File: config.mk
export PLATFORM = sky130hd
export DESIGN_NAME = fir_serial_rx
export DESIGN_NICKNAME = d
export VERILOG_FILES = /design/src/rtl/fir_pkg.sv /design/src/rtl/sync_fifo.sv /design/src/rtl/fir_serial_rx.sv
export SDC_FILE = /design/constraint.sdc
export NUM_CORES = 1
export LEC_CHECK = 0
export BUFFER_PORTS_ARGS = -buffer_cell sky130_fd_sc_hd__clkbuf_2
export CORE_MARGIN = 2
export CORE_UTILIZATION = 60
export DETAILED_ROUTE_END_ITERATION = 10
export PLACE_DENSITY_LB_ADDON = 0.2
export SETUP_SLACK_MARGIN = 0.5
export SLEW_MARGIN = 20
export SYNTH_ARGS = -nofsm -noshare
export SYNTH_HDL_FRONTEND = slang
export SYNTH_SLANG_ARGS = --single-unit
File: constraint.sdc
create_clock -name i_clk -period 3.8 [get_ports i_clk]
set_clock_uncertainty 0.15 [all_clocks]
set_input_delay 0.19 -clock i_clk [delete_from_list [all_inputs] [get_ports i_clk]]
set_output_delay 0.19 -clock i_clk [all_outputs]
set_load 0.03 [all_outputs]
File: src/rtl/fir_pkg.sv
// rtl/fir_pkg.sv - shared FIR constants and serial receiver state type
package fir_pkg;

  localparam int FIR_DATA_WIDTH = 24;

  typedef enum logic [1:0] {
    IDLE  = 2'd0,
    GRANT = 2'd1,
    SHIFT = 2'd2
  } rx_state_t;

endpackage

File: src/rtl/sync_fifo.sv
// rtl/sync_fifo.sv - single-clock FIFO with registered pointers and occupancy output
module sync_fifo #(
  parameter int WIDTH = 24,
  parameter int DEPTH = 4,
  localparam int AW = $clog2(DEPTH)
) (
  input  logic             i_clk,
  input  logic             i_rst_n,
  input  logic             i_push,
  input  logic             i_pop,
  input  logic [WIDTH-1:0] i_data,
  output logic [WIDTH-1:0] o_data,
  output logic             o_empty,
  output logic             o_full,
  output logic [AW:0]      o_fill
);

  // Pointers carry one extra bit so full and empty stay distinguishable.
  logic [AW:0]      wr_ptr;
  logic [AW:0]      rd_ptr;
  logic [WIDTH-1:0] mem [DEPTH];
  logic             do_push;
  logic             do_pop;

  assign o_fill  = wr_ptr - rd_ptr;
  assign o_empty = (o_fill == '0);
  assign o_full  = (o_fill == (AW+1)'(DEPTH));
  assign do_push = i_push && !o_full;
  assign do_pop  = i_pop && !o_empty;
  assign o_data  = o_empty ? '0 : mem[rd_ptr[AW-1:0]];

  always_ff @(posedge i_clk or negedge i_rst_n) begin
    if (!i_rst_n) begin
      wr_ptr <= '0;
      rd_ptr <= '0;
    end else begin
      if (do_push) wr_ptr <= wr_ptr + 1'b1;
      if (do_pop)  rd_ptr <= rd_ptr + 1'b1;
    end
  end

  always_ff @(posedge i_clk) begin
    if (do_push) mem[wr_ptr[AW-1:0]] <= i_data;
  end

endmodule

File: src/rtl/fir_serial_rx.sv
// rtl/fir_serial_rx.sv - LSB-first serial word receiver feeding a parallel FIFO
// Optional word counter and stall flag under FIR_SERIAL_RX_COUNT_EN.
module fir_serial_rx
  import fir_pkg::*;
#(
  parameter int DATA_WIDTH = FIR_DATA_WIDTH,
  parameter int FIFO_DEPTH = 4,
  localparam int FILL_W = $clog2(FIFO_DEPTH) + 1,
  localparam int CNT_W  = $clog2(DATA_WIDTH)
) (
  input  logic                  i_clk,
  input  logic                  i_rst_n,
  input  logic                  i_en,
  input  logic                  i_din,
  input  logic                  i_din_valid,
  output logic                  o_ready,
  output logic [DATA_WIDTH-1:0] o_word,
  output logic                  o_word_valid,
  input  logic                  i_word_ready,
`ifdef FIR_SERIAL_RX_COUNT_EN
  output logic [15:0]           o_word_count,
  output logic                  o_stall,
`endif
  output logic [FILL_W-1:0]     o_fill
);

  rx_state_t             state;
  logic [CNT_W-1:0]      cnt;
  logic [DATA_WIDTH-1:0] shreg;
  logic [DATA_WIDTH-1:0] word_in;
  logic                  fifo_full;
  logic                  fifo_empty;
  logic                  last_bit;
  logic                  start;

  // Only this FSM pushes, so a not-full check at IDLE holds for the whole word.
  assign start    = i_en && i_din_valid && !fifo_full;
  assign last_bit = (state == SHIFT) && (cnt == CNT_W'(DATA_WIDTH - 1));
  assign o_ready  = (state == GRANT) || (state == SHIFT);

  always_comb begin
    word_in      = shreg;
    word_in[cnt] = i_din;
  end

  always_ff @(posedge i_clk or negedge i_rst_n) begin
    if (!i_rst_n) begin
      state <= IDLE;
      cnt   <= '0;
      shreg <= '0;
    end else begin
      case (state)
        IDLE: if (start) state <= GRANT;
        GRANT: begin
          cnt   <= '0;
          state <= SHIFT;
        end
        SHIFT: begin
          shreg[cnt] <= i_din;
          cnt        <= cnt + 1'b1;
          if (last_bit) state <= IDLE;
        end
        default: state <= IDLE;
      endcase
    end
  end

  sync_fifo #(
    .WIDTH (DATA_WIDTH),
    .DEPTH (FIFO_DEPTH)
  ) u_fifo (
    .i_clk   (i_clk),
    .i_rst_n (i_rst_n),
    .i_push  (last_bit),
    .i_pop   (i_word_ready),
    .i_data  (word_in),
    .o_data  (o_word),
    .o_empty (fifo_empty),
    .o_full  (fifo_full),
    .o_fill  (o_fill)
  );

  assign o_word_valid = !fifo_empty;

`ifdef FIR_SERIAL_RX_COUNT_EN
  logic [15:0] word_count;
  logic        stall;

  always_ff @(posedge i_clk or negedge i_rst_n) begin
    if (!i_rst_n) begin
      word_count <= '0;
      stall      <= 1'b0;
    end else begin
      if (last_bit) word_count <= word_count + 1'b1;
      stall <= (state == IDLE) && i_din_valid && fifo_full;
    end
  end

  assign o_word_count = word_count;
  assign o_stall      = stall;
`endif

endmodule

**Word-level counts from Yosys, hierarchy flattened**

Memory sizes are Yosys's and may differ from the RTL's.
Index checks and enable logic that the tools add are counted.

- Add/sub/neg operators: 4
- $lt $le $gt $ge: 2
- Eq/ne operators: 6
- Muxes and demuxes: 10
- Reductions and logical operators: 13

Operators with widths:

| operator | count |
|---|---|
| bitwise mux 24 bit | 1 |
| two-way mux 24 bit | 1 |
| one-hot mux 5 bit (2 select lines) | 1 |
| adder 3 x 1 -> 3 bit (second input constant) | 2 |
| logical AND 1 bit | 6 |
| < comparator 5 x 6 -> 1 bit (second input constant) | 1 |
| one-hot mux 2 bit (3 select lines) | 1 |
| adder 5 x 1 -> 5 bit (second input constant) | 1 |
| demux 1 bit (select 5 bit) | 1 |
| equality test 5 bit (second input constant) | 1 |
| >= comparator 5 x 1 -> 1 bit (second input constant) | 1 |
| two-way mux 2 bit | 2 |
| equality test 3 bit (second input constant) | 1 |
| zero test 3 bit | 1 |
| two-way mux 1 bit | 3 |
| subtractor 3 bit | 1 |
| equality test 2 x 1 -> 1 bit (second input constant) | 1 |
| equality test 2 bit (second input constant) | 1 |
| zero test 1 bit | 2 |
| zero test 2 bit | 1 |
| inequality test 2 x 1 -> 1 bit (second input constant) | 1 |
| inequality test 2 bit (second input constant) | 1 |
| AND reduction 2 bit | 1 |
| nonzero test 2 bit | 1 |
| logical OR 1 bit | 1 |

- Register bits after elaboration: 37
- Memory bits (writable): 96
- Input port bits: 6
- Logic and storage cells: 41
- Memories: 1

Memories:

| memory | words | bits a word | rd ports | clocked after Yosys merged registers in | write ports | RTL line | RTL |
|---|---|---|---|---|---|---|---|
| u_fifo.mem | 4 | 24 | 1 | 0 | 1 | sync_fifo.sv:21 | `logic [WIDTH-1:0] mem [DEPTH];` |

**Logic depth before layout (Yosys ltp)**

- Word-level depth: 6
- Depth in mapped cells: 7

**Cells and area by module**

Synthesis repeated with hierarchy kept, for this count alone.

- Cells, all modules: 381
- Area total of the unflattened synthesis: 6004.5 µm²

By module, submodules not included:

| module | instances | cells each | area each (µm²) | sequential area each (µm²) |
|---|---|---|---|---|
| sync_fifo | 1 | 195 | 4072.7 | 3032.9 |
| fir_serial_rx | 1 | 186 | 1931.9 | 775.7 |

**Worst setup path after synthesis**

OpenSTA, ideal clock, no wires.

- Kind: flip-flop to flip-flop
- Start point: register u_fifo.wr_ptr[0]
- End point: memory u_fifo.mem[0][0], enable pin
- Library setup time: 0.383 ns
- Arrival: 2.250 ns
- Required time: 3.267 ns
- Slack: 1.017 ns
- Cell stages (with the launch flop): 7
- Period minus slack after synthesis: 2.783 ns
- Cell sequence: dfrtp_1 > inv_1 > ha_1 > fa_1 > xor3_2 > nand3_1 > and3_1

- Longest elaborated chain between the ends: 6

Ends and longest elaborated chain:

| item | RTL line | RTL |
|---|---|---|
| start: declaration | sync_fifo.sv:19 | `logic [AW:0] wr_ptr;` |
| start signal: assignment | sync_fifo.sv:37 | `if (do_push) wr_ptr <= wr_ptr + 1'b1;` |
| subtractor 3 bit | sync_fifo.sv:25 | `assign o_fill = wr_ptr - rd_ptr;` |
| net o_fill[2] | fir_serial_rx.sv:24 | `output logic [FILL_W-1:0] o_fill` |
| equality test 3 bit | sync_fifo.sv:27 | `assign o_full = (o_fill == (AW+1)'(DEPTH));` |
| zero test 1 bit | sync_fifo.sv:28 | `assign do_push = i_push && !o_full;` |
| logical AND 1 bit | sync_fifo.sv:28 |  |
| two-way mux 1 bit | sync_fifo.sv:43 | `if (do_push) mem[wr_ptr[AW-1:0]] <= i_data;` |
| two-way mux 1 bit (not written as such) | sync_fifo.sv:43 |  |
| end: declaration | sync_fifo.sv:21 |  |

The timed path passes the listed nets, and every way through them passes these cells.

**Worst setup path after layout**

- Start point: register u_fifo.wr_ptr[0]
- End point: output port o_word[5]

- Longest elaborated chain between the ends: 3

Ends and longest elaborated chain:

| item | RTL line | RTL |
|---|---|---|
| subtractor 3 bit | sync_fifo.sv:25 |  |
| zero test 3 bit | sync_fifo.sv:26 | `assign o_empty = (o_fill == '0);` |
| two-way mux 24 bit | sync_fifo.sv:30 | `assign o_data = o_empty ? '0 : mem[rd_ptr[AW-1:0]];` |
| end: declaration | fir_serial_rx.sv:17 | `output logic [DATA_WIDTH-1:0] o_word,` |

Every way passes these cells.

==> metrics.txt <==
largest net degree at the start of global routing 49; hpwl dp 6850 um; Die Ht 104 um; fin crit share 78.5%; post-synthesis sequential area ratio 63.9%; FF+latch count, synth 133; Final Hold Fails 0; GP Congestion 0.838; port bufs 34; Core ar. 9730 um2; CP Data Required Time 3.46 ns; outcome complete, no violations; antenna-violating nets left 0; n_diodes 0; worst path arrival time 2.64 ns; r2r setup slk 1.20 ns; Die Wd 104 um; Slew headroom 40.3%; Top Family by Delay on Critical Path adder cells; Total Die Area 10700 um2; clk_lat worst skew 0.52 ns; TritonCTS Buffers 17; critical path's slowest cell dfrtp_1; gr usage total 22.0%; DRC viols 0; total gr overflow 0; post-synth top area share 48.4%; Num Clock Sinks 133; main combinational cell family by area after synthesis multiplexers; Final Setup Violations 0; Post-Syn Nets 403; worst setup path class reg2out; layout cell share with drive strength beyond 1 34.3%; maximum capacitance violations 0; PwrDens 499 nW/um2; clock transition at the registers of the reported paths 0.06 ns; r2r endpoint u_fifo.mem[0][13]; Tmin final 2.98 ns; clk root buf clkbuf_8; Worst-Margin Slew 0.895 ns; Post-Synth Adder-Cell Area 3.27%; Post-Synthesis Cells 382; maximum fanout along the worst path 11; area leader, netlist edfxtp_1; CP bufs+invs 3; # IOs 35; first-pass GRT wire length 17800 um; Syn-to-layout area delta 15.2%; worst hold start i_din_valid; vias in the first global route 3423; count of cell types in the netlist 34; CTS max path bufs 2; TritonCTS clock tree done; first drt pass iteration count 4; antenna violations before repair 0; Post-CTS Resized 0; complex-gate fraction of the synthesized area 1.24%; Final Util 70.6%; Total Routed Length 11100 um; fin nets 451; routed vias 3270; Post-Syn Area 5960 um2; Worst Hold Depth 4; CP Cell Sequence inv_1, ha_1, fa_1, xor3_2, nor2_2, buf_4, nor2b_1, clkbuf_2; setup tns final 0 ns; Pleak 2.66 nW; maximum vdd ir drop 0.340 mV; initial cell density of the core 61.3%; YS warnings 0; Min-Delay Endpoint state[1]; # rows 36; mux cell area share after synthesis 19.4%; crit end category primary output; worst r2r src u_fifo.wr_ptr[0]; Worst setup SP type flip-flop; fmax 335 MHz; simple-gate share of the synthesized area 9.09%; largest cells by area after synthesis edfxtp_1, dfrtp_1, mux2_2, mux4_2, ha_1; R2R depth 7; RSZ-0062 raised after global routing false; via/cell ratio 5.68; drt wl/cell 19.2 um; Synth Area in XOR/XNOR 1.01%; Mapped Avg Cell Area 15.6 um2; max incr delay on CP 0.41 ns; Final Max Slew Viols 0; 1st-iter DRT viols 230; H-Tree Level Count 4; Hold Path Class in2reg
## power breakdown
group          switching [mW]  internal (mW)  leakage (nW)  total, mW
Sequential             0.0229           1.60          1.39       1.62
Combinational           0.205          0.118          1.02      0.324
Clock                   0.559          0.918         0.255       1.48
Total                   0.787           2.64          2.66       3.43
## cells in the final DEF (no fill, tap or decap), drive strengths merged, types with 4 or more instances in the layout
cell / n
edfxtp: 96
ha: 14
o21ai: 6
nor2b: 25
dfrtp: 37
nand2: 30
nor2: 25
mux4: 24
buf: 12
and3: 4
clkinv: 7
nand3: 4
inv: 14
mux2: 53
clkbuf: 53
## sequential cells by signal, summed over array words and instances (netlist names)
register,cells
u_fifo.wr_ptr,3
state,2
cnt,5
shreg,24
u_fifo.rd_ptr,3
u_fifo.mem,96
## metrics by stage
step | cell area [um2] | std cells | power [mW] | hold WS (ns) | worst slack [ns]
floorplan | 5960 | 382 | 1.88 | -0.256 | 1.02
global placement | 6310 | 542 | 1.96 | 0.236 | 1.27
detailed placement | 6310 | 542 | 1.98 | 0.241 | 1.19
CTS | 6870 | 576 | 3.45 | 0.0836 | 0.785
global route | 6870 | 576 | 3.55 | 0.134 | 0.667
finish | 6870 | 576 | 3.43 | 0.0919 | 0.818
## synthesized netlist by cell type (all sizes together)
cell type  number
a311o           1
mux4           24
clkbuf         15
nor2           25
nand3           4
o211ai          1
inv            14
a21oi           2
or3             3
nor2b          25
xor3            1
nor3            2
and3b           2
edfxtp         96
dfrtp          37
fa              1
and2            2
nand3b          2
and3            4
o21ai           6
xnor2           3
buf             3
mux2           53
nand4b          1
nor3b           3
mux2i           2
or3b            3
a21boi          1
ha             14
xor2            1
a221oi          1
nand2          30
## how the worst max path moves through the flow
stage	from	cells after the start	slack, ns	to
floorplan	u_fifo.wr_ptr[0]	6	1.02	u_fifo.mem[0][0]
global placement	u_fifo.wr_ptr[0]	7	1.27	u_fifo.mem[0][17]
finish	u_fifo.wr_ptr[0]	8	0.82	o_word[5]
global route	u_fifo.wr_ptr[0]	8	0.67	o_word[5]
CTS	u_fifo.wr_ptr[0]	8	0.79	o_word[5]
detailed placement	u_fifo.wr_ptr[0]	7	1.19	u_fifo.mem[0][17]
## what timing repair did
item | CTS | global route
buffers inserted | 0 | 0
endpoints found under the hold margin | 40 | 0
hold buffers | 2 | 0
## worst reg2reg max path, cell delays in order (launching register included)
cell and delay [ns]:
dfrtp_1 0.41, inv_1 0.10, ha_1 0.20, fa_1 0.41, xor3_2 0.32, nand3_1 0.15, and3_1 0.16, buf_4 0.34
## cell type report
class | count | area [um2]
flip-flops and latches | 133 | 3810
repair buffers | 47 | 273
clock buffers | 20 | 425
fillers | 653 | 2860
inverters | 14 | 52.6
clock inverters | 12 | 113
multi-input cells | 217 | 2030
well taps | 133 | 166
## logic make-up after synthesis
| family | Yosys count |
|---|---|
| compound gates | 12 |
| buf+inv | 32 |
| flops | 133 |
| mux | 79 |
| simple gates | 106 |
| fa+ha+maj | 15 |
| xor+xnor | 5 |
## layer usage
metal	wire length [um]	GRT usage [%]	up-vias
met3	503	5.48	16
met1	4790	28.9	1674
met2	5540	35.2	78
met4	229	9.75	0
li1	-	-	1502
met5	0	0	-
Power figures use the tool's default switching activity.
